**config.mk**
```make
export PLATFORM = sky130hd
export DESIGN_NAME = gayle_irq_ctrl
export DESIGN_NICKNAME = d
export VERILOG_FILES = /design/src/rtl/gayle_irq_ctrl.sv
export SDC_FILE = /design/constraint.sdc
export NUM_CORES = 1
export LEC_CHECK = 0
export ABC_CLOCK_PERIOD_IN_PS = 1200
export BUFFER_PORTS_ARGS = -buffer_cell sky130_fd_sc_hd__buf_2
export CAP_MARGIN = 40
export CORE_ASPECT_RATIO = 0.8
export CORE_UTILIZATION = 35
export CTS_BUF_LIST = sky130_fd_sc_hd__clkbuf_4 sky130_fd_sc_hd__clkbuf_8 sky130_fd_sc_hd__clkbuf_16
export DETAILED_ROUTE_END_ITERATION = 7
export HOLD_SLACK_MARGIN = 0.02
export SLEW_MARGIN = 20
export SYNTH_ARGS = -nofsm -noshare
export SYNTH_HDL_FRONTEND = slang
export SYNTH_SLANG_ARGS = --single-unit
```
**constraint.sdc**
```tcl
create_clock -name clk -period 1.2 [get_ports clk]
set_input_delay 0.06 -clock clk [delete_from_list [all_inputs] [get_ports clk]]
set_output_delay 0.06 -clock clk [all_outputs]
set_load 0.05 [all_outputs]
```
**src/rtl/gayle_irq_ctrl.sv**
```systemverilog
// Gayle register block: CS/CHG/ENA/CFG/ID registers with edge-latched IDE channel IRQs.
// Reads are combinational, irq is registered one edge after chg; no backpressure, CPU strobes always accepted.
module gayle_irq_ctrl #(
  parameter int                 NCH      = 2,
  parameter int                 ID_BITS  = 4,
  parameter logic [ID_BITS-1:0] ID_VALUE = 4'hD,
  parameter bit                 SYNC_IRQ = 1'b1
) (
  input  logic           clk,
  input  logic           rst_n,
  input  logic [3:0]     addr,
  input  logic           sel_ide,
  input  logic           sel_gayle,
  input  logic           rd,
  input  logic           wr,
  input  logic [7:0]     data_in,
  output logic [15:0]    data_out,
  input  logic [NCH-1:0] ch_irq,
  output logic           irq,
  output logic [3:0]     cfg
);

  localparam int CNT_W = $clog2(ID_BITS);
  localparam logic [CNT_W-1:0] ID_LAST = CNT_W'(ID_BITS - 1);

  logic           sel_cs, sel_chg, sel_ena, sel_cfg, sel_id;
  logic           wr_d, wr_stb;
  logic           rd_id, rd_id_d, id_fall;
  logic [NCH-1:0] s2, s3, rise;
  logic [NCH-1:0] chg, chg_nxt, ena_ch;
  logic           ena_g;
  logic [5:0]     cs_mask;
  logic [1:0]     cs;
  logic [CNT_W-1:0] id_cnt;
  logic [(2**CNT_W)-1:0] id_rev;
  logic [3:0]     chg4, ena4;

  assign sel_cs  = sel_ide & (addr == 4'h8);
  assign sel_chg = sel_ide & (addr == 4'h9);
  assign sel_ena = sel_ide & (addr == 4'hA);
  assign sel_cfg = sel_ide & (addr == 4'hB);
  assign sel_id  = sel_gayle & (addr == 4'h1);

  assign wr_stb  = wr & ~wr_d;
  assign rd_id   = rd & sel_id;
  assign id_fall = rd_id_d & ~rd_id;

  generate
    if (SYNC_IRQ) begin : g_sync
      logic [NCH-1:0] s1;
      logic [NCH-1:0] s2_q;
      always_ff @(posedge clk or negedge rst_n) begin
        if (!rst_n) begin
          s1   <= '0;
          s2_q <= '0;
        end else begin
          s1   <= ch_irq;
          s2_q <= s1;
        end
      end
      assign s2 = s2_q;
    end else begin : g_nosync
      assign s2 = ch_irq;
    end
  endgenerate

  assign rise = s2 & ~s3;

  // A rise in the same cycle as a clearing write must survive, so set is applied last.
  always_comb begin
    chg_nxt = chg;
    if (wr_stb && sel_chg) begin
      for (int i = 0; i < NCH; i++) begin
        if (!data_in[7] || !data_in[i]) chg_nxt[i] = 1'b0;
      end
    end
    chg_nxt = chg_nxt | rise;
  end

  // ID sequence is stored reversed so id_cnt indexes it directly, MSB first.
  always_comb begin
    id_rev = '0;
    for (int k = 0; k < ID_BITS; k++) id_rev[k] = ID_VALUE[ID_BITS-1-k];
  end

  always_ff @(posedge clk or negedge rst_n) begin
    if (!rst_n) begin
      wr_d    <= 1'b0;
      rd_id_d <= 1'b0;
      s3      <= '0;
      chg     <= '0;
      ena_ch  <= '0;
      ena_g   <= 1'b0;
      cs_mask <= '0;
      cs      <= '0;
      cfg     <= '0;
      id_cnt  <= '0;
      irq     <= 1'b0;
    end else begin
      wr_d    <= wr;
      rd_id_d <= rd_id;
      s3      <= s2;
      chg     <= chg_nxt;
      irq     <= ena_g & |(chg & ena_ch);
      if (wr_stb && sel_cs) begin
        cs_mask <= data_in[7:2];
        cs      <= data_in[1:0];
      end
      if (wr_stb && sel_ena) begin
        ena_g  <= data_in[7];
        ena_ch <= data_in[NCH-1:0];
      end
      if (wr_stb && sel_cfg) cfg <= data_in[7:4];
      if (wr_stb && sel_id) begin
        id_cnt <= '0;
      end else if (id_fall) begin
        id_cnt <= (id_cnt == ID_LAST) ? '0 : id_cnt + CNT_W'(1);
      end
    end
  end

  always_comb begin
    chg4 = '0;
    ena4 = '0;
    chg4[NCH-1:0] = chg;
    ena4[NCH-1:0] = ena_ch;
  end

  always_comb begin
    data_out = 16'h0000;
    if (rd) begin
      if (sel_cs)  data_out = data_out | {cs_mask[5] | (|s2), cs_mask[4:0], cs, 8'h00};
      if (sel_chg) data_out = data_out | {|chg, 3'b000, chg4, 8'h00};
      if (sel_ena) data_out = data_out | {ena_g, 3'b000, ena4, 8'h00};
      if (sel_cfg) data_out = data_out | {cfg, 12'h000};
      if (sel_id)  data_out = data_out | {id_rev[id_cnt], 15'b0};
    end
  end

endmodule

```
==> results.cfg, run 1 <==
[cts]
root_buffer = clkbuf_8
clockBufferDepth = 2
clock_latency_ps = 280
cts_buffers = 3
htreeDepth = 1
path_clk_slew_ps = 100
cts_tree = done
clkSinkCount = 28

[logic_synthesis]
synth_seq_area_share_pct = 51.1
synth_ff_type = dfrtp_1
ys_ff_latch = 28
synthesis.area_sq_um = 1370
synth_edf_count = 0
ys_warn_count = 0
async_flop_share_pct = 100
syn_avg_cell_area_sq_um = 11.8
yosys.area.top_type = dfrtp_1
synth_xor_area_share_pct = 0
synth_cell_type_count = 36
synth.area.mux_share_pct = 14.7
yosys.area_share.simple_pct = 16.3
synth_top_area_share_pct = 51.1
synthCells = 116
synth-compound-area-share_pct = 9.13
synth_top_family_by_area = simple AND/OR/NAND/NOR gates
post-synth-top-count-cell = dfrtp_1
ys_top_cells_by_count = dfrtp_1 (28), mux2_1 (15), buf_4 (9), and3_1 (6)
synth_area_leaders = dfrtp_1 (51%), mux2_1 (12%), buf_4 (4.9%), and3_1 (2.7%), ha_1 (1.8%)
synth_fa_ha_area_share_pct = 1.83

[placed_design]
dp_hpwl_mm = 2.29
port_buffers = 32
place_congestion = 0.760

[global_routing]
grt_pass1_vias = 1104
overflow = 0
antenna_found_initial = 0
grt_usage_pct = 17.0
grt_pass1_wl_mm = 5.32
grt_max_degree = 29

[die]
fp-row-count = 19
die_area_sq_um = 4170
initial_core_util_pct = 38.2
die_h_microns = 58.0
core-area_sq_um = 3590
pin_count = 41
die_w_microns = 72.0

[setup_path]
r2r-end = cs[1]$_DFFE_PN0P_
cp-start-kind = flop
r2r_start = wr_d$_DFF_PN0_
r2r_cells = 3
required_ps = 1140
critPathKind = reg2out
critPathLaunch = g_sync.s2_q[0]$_DFF_PN0_
regToRegSetupSlack_ps = -150
worstPathArrival_ps = 1790
worstPathMaxFanout = 2
cp-end-kind = output port

[power_and_ir_drop]
peakVddDrop_mv = 0.842
power_density_nw_per_um2 = 1180
p_leak_nw = 1.04
total_power_mw = 2.46

[sta]
slew_viol_final = 0
finalSetupViolCount = 21
period_share_pct = 154
min_period_ps = 1850
tightest_slew_ps = 627
hold_viol_final = 0
fmax_mhz = 541
fin_ws_ps = -649
rsz0062_at_grt = yes
finClkSkew_ps = 8.71
max_slew_margin_pct = 58.2
tns_ps = -3100

[detailed_routing]
routed_wl_mm = 3.38
drt_iter0_drc = 60
drc_errors = 0
antenna_left = 0
wl_per_cell_microns = 14.5
via_per_inst = 4.73
drt_first_pass_iters = 3
vias = 1101

[worst_hold_path]
min_delay_worst_endpoint = cfg[0]$_DFFE_PN0P_
hp-class = in2reg
whs_path_depth = 2
min_from = data_in[4]

[finish]
antennaDiodeCount = 0
drive_gt1_share_pct = 54.7
fillers = 295
syn_to_final_growth_pct = 52.2
nets = 204

[run_status]
violations = setup timing
outcome = finished, violations left

[job]
cap_violations = 0
kinds of logic (layout without fill, tap and decap cells):
logic type	Yosys count	count (layout)
buffers and inverters	15	73
other	1	8
AOI/OAI and AO/OA	17	17
adders and majority gates	2	2
muxes	18	18
DFF	28	28
and+or+nand+nor	35	35
cell type report:
| class | count | area (sq um) | area share [%] |
|---|---|---|---|
| clock inverter | 1 | 30.0 | 1.44 |
| sequential | 28 | 703 | 33.7 |
| multi-input combinational | 80 | 758 | 36.4 |
| tap | 52 | 65.1 | 3.12 |
| clock buffer | 3 | 41.3 | 1.98 |
| inverter | 4 | 15.0 | 0.720 |
| timing repair buffer | 65 | 473 | 22.7 |
stage by stage:
| stage | util, % | setup WS [ps] | area (sq um) | hold slack [ps] | instances |
|---|---|---|---|---|---|
| floorplan | - | -276 | 1460 | -236 | 123 |
| global placement | 48.3 | -392 | 1740 | 103 | 214 |
| CTS | 56.5 | -670 | 2030 | 32.2 | 229 |
| global route | 58.1 | -717 | 2090 | 35.5 | 233 |
| finish | 58.1 | -649 | 2090 | 39.0 | 233 |
| detailed placement | 48.3 | -397 | 1740 | 117 | 214 |
where the power goes:
group          internal [mW]  switching (mW)  leakage, nW
combinational          0.295           0.321        0.655
clock                  0.447           0.297       0.0357
sequential              1.04          0.0627        0.349
worst max-delay path by stage:
stage	slack, ps	end
finish	-650	data_out[15]
global route	-720	data_out[15]
CTS	-670	data_out[15]
detailed placement	-400	data_out[15]
global placement	-390	data_out[15]
floorplan	-280	data_out[15]
placed cells by master, fill, tap and decap left out, types with 2 or more instances in the layout:
master / instances
buf_4: 23
nand2_4: 2
clkbuf_8: 3
buf_6: 8
ha_1: 2
dfrtp_2: 2
and3_1: 4
and3_4: 2
conb_1: 8
nor2_1: 3
nand3_1: 2
dlygate4sd3_1: 8
a22oi_2: 2
mux2_4: 17
nand2_1: 4
a221o_1: 2
dfrtp_1: 26
inv_1: 4
buf_2: 26
a21oi_4: 2
nor2b_1: 3
nor2_2: 2
worst max-delay path, cell delays in order, from the launching register on:
cell and delay (ps):
dfrtp_1 380, or4_1 500, o2111a_1 150, a311o_2 320, buf_6 160
flip-flops by register name (all words and copies together), names as in the netlist:
name,count
cs_mask,6
cfg,4
chg,2
cs,2
ena_ch,2
g_sync.s1,2
g_sync.s2_q,2
id_cnt,2
s3,2
ena_g,1
irq,1
rd_id_d,1
wr_d,1
timing repair:
item,4_1_cts,5_1_grt
hold buffers,8,0
endpoints found under the setup margin,25,24
pin swaps,4,2
endpoints found under the hold margin,36,0
resized for setup,36,7
setup buffers,3,4
layer usage:
metal | vias up | share of wire, % | track usage [%]
met4 | 0 | 0.50 | 2.80
li1 | 533 | - | -
met1 | 539 | 48 | 23.5
met3 | 2 | 3.1 | 4.17
met5 | - | 0 | 0
met2 | 27 | 48 | 27.9
(Power assumes the default switching activity.)
==> run 2, diff against run 1 <==
==> constraint.sdc (replaced) <==
create_clock -name clk -period 1.2 [get_ports clk]
set_input_delay 0.06 -clock clk [delete_from_list [all_inputs] [get_ports clk]]
set_output_delay 0.06 -clock clk [all_outputs]
set_load 0.01 [all_outputs]
==> results.cfg, run 2 (synthesis gave the netlist of run 1 again) <==
[global_routing]
grt_pass1_vias = 1075
grt_usage_pct = 16.7
antenna_found_initial = 0
met1_usage_pct = 23.8
gr-usage-met2_pct = 26.4
use_met3_pct = 4.17
grt_pass1_wl_mm = 5.31
overflow = 0
top_usage_layer = met2
grt_max_degree = 29

[finish]
syn_to_final_growth_pct = 40.6
reg_top3 = cs_mask: 6 flops, cfg: 4 flops
final-seq-area_sq_um = 702
drive_gt1_share_pct = 48.0
layout_commonest_cell = buf_2
fillers = 323
nets = 194
multiInputGateArea_sq_um = 729
antennaDiodeCount = 0
largest_register = cs_mask
final_cell_mix = buf_2 (32), dfrtp_1 (27), mux2_4 (17)
largest_reg_flops = 6

[detailed_routing]
drc_errors = 0
antenna_left = 0
vias = 1084
wl_per_cell_microns = 14.2
routed_wl_mm = 3.16
drt_iter0_drc = 57
drt_first_pass_iters = 4
via_per_inst = 4.86

[sta]
finalHoldWorstSlack_ps = 27.9
rsz0062_at_grt = yes
fmax_mhz = 561
slew_viol_final = 0
max_slew_margin_pct = 59.0
period_share_pct = 149
fin_ws_ps = -583
hold_viol_final = 0
finalSetupViolCount = 21
tightest_slew_ps = 614
min_period_ps = 1780
finClkSkew_ps = 6.19

[run_status]
outcome = finished, violations left
violations = setup timing

[cts]
clkSinkCount = 28
cts_buffers = 3
cts_tree = done
path_clk_slew_ps = 100
clockBufferDepth = 2
htreeDepth = 1
clock_latency_ps = 270
root_buffer = clkbuf_8

[power_and_ir_drop]
power_density_nw_per_um2 = 1100
peakVddDrop_mv = 0.660
p_leak_nw = 0.985

[placed_design]
place_congestion = 0.749
port_buffers = 32
dp_hpwl_mm = 2.32
dpl_worst_slack_ps = -305

[job]
cap_violations = 0

[setup_path]
cp-end-kind = output port
worstPathMaxFanout = 2
critPathKind = reg2out
cp-start-kind = flop
worstPathArrival_ps = 1720
cp_slowest_cell = or4_4
slowest_delay_ps = 500
required_ps = 1140
cp_cell_sequence = or4_4 -> o2111a_1 -> a311o_1 -> buf_2

[die]
core-area_sq_um = 3590
fp-row-count = 19
die_area_sq_um = 4170
initial_core_util_pct = 38.2
die_h_microns = 58.0
pin_count = 41
die_w_microns = 72.0

[worst_hold_path]
hp-class = in2reg
==> run 2: cell types whose count changed in the layout (fill, tap and decap cells not counted), moves of 2 or more <==
cell | before | now
a21oi_1 | 0 | 3
a21oi_4 | 2 | 0
buf_2 | 26 | 32
buf_4 | 23 | 13
buf_6 | 8 | 2
nor2_1 | 3 | 5
nor2_2 | 2 | 0
==> run 2: timing repair <==
| action | CTS | global route |
|---|---|---|
| resized for setup | 29 | 5 |
| hold buffers | 7 | 1 |
| endpoints found under the setup margin | 22 | 22 |
| pin swaps | 7 | 7 |
| endpoints found under the hold margin | 34 | 1 |
| buffers inserted | 4 | 2 |
==> run 2: stage by stage <==
stage | power [mW] | area [sq um] | setup TNS, ps | util, % | cells
2_1_floorplan | 1.32 | 1430 | -284 | - | 123
3_3_place_gp | 1.43 | 1640 | -1690 | 45.7 | 206
3_5_place_dp | 1.45 | 1640 | -2420 | 45.7 | 206
4_1_cts | 2.13 | 1900 | -2840 | 52.8 | 221
5_1_grt | 2.23 | 1930 | -3650 | 53.7 | 223
6_report | 2.11 | 1930 | -2690 | 53.7 | 223
==> run 2: routing by layer <==
| layer | share of wire, % | routed length, microns |
|---|---|---|
| met1 | 48 | 1500 |
| met2 | 48 | 1510 |
| met3 | 4.1 | 131 |
| met4 | 0.60 | 19 |
| met5 | 0 | 0 |
==> run 2: power by group <==
part           switching, mW  internal, mW
sequential            0.0742          1.04
combinational          0.169         0.245
clock                  0.289         0.294
==> run 2: final cells by class <==
cell class                      count  share of cell area [%]
Sequential cell                    28                    36.4
Multi-Input combinational cell     80                    37.9
Clock buffer                        4                    2.86
Inverter                            4                   0.779
Tap cell                           52                    3.38
Timing Repair Buffer               55                    18.7
==> run 2: critical path: cells and delay by family, from the launching register on <==
family          cells  cell delay (ps)
simple gates        1              500
buf+inv             1              140
flops               1              390
compound gates      2              410
==> run 2: worst paths after layout <==
path	start	to	slack, ps	cells after the start
setup reg to reg	wr_d$_DFF_PN0_	cs[0]$_DFFE_PN0P_	-150	3
max in group asynchronous	rst_n	wr_d$_DFF_PN0_	450	2
min in group asynchronous	rst_n	id_cnt[1]$_DFFE_PN0P_	320	2
setup / recovery	g_sync.s2_q[0]$_DFF_PN0_	data_out[15]	-580	4
hold reg to reg	g_sync.s1[1]$_DFF_PN0_	g_sync.s2_q[1]$_DFF_PN0_	350	0
hold / removal	data_in[5]	cfg[1]$_DFFE_PN0P_	30	2
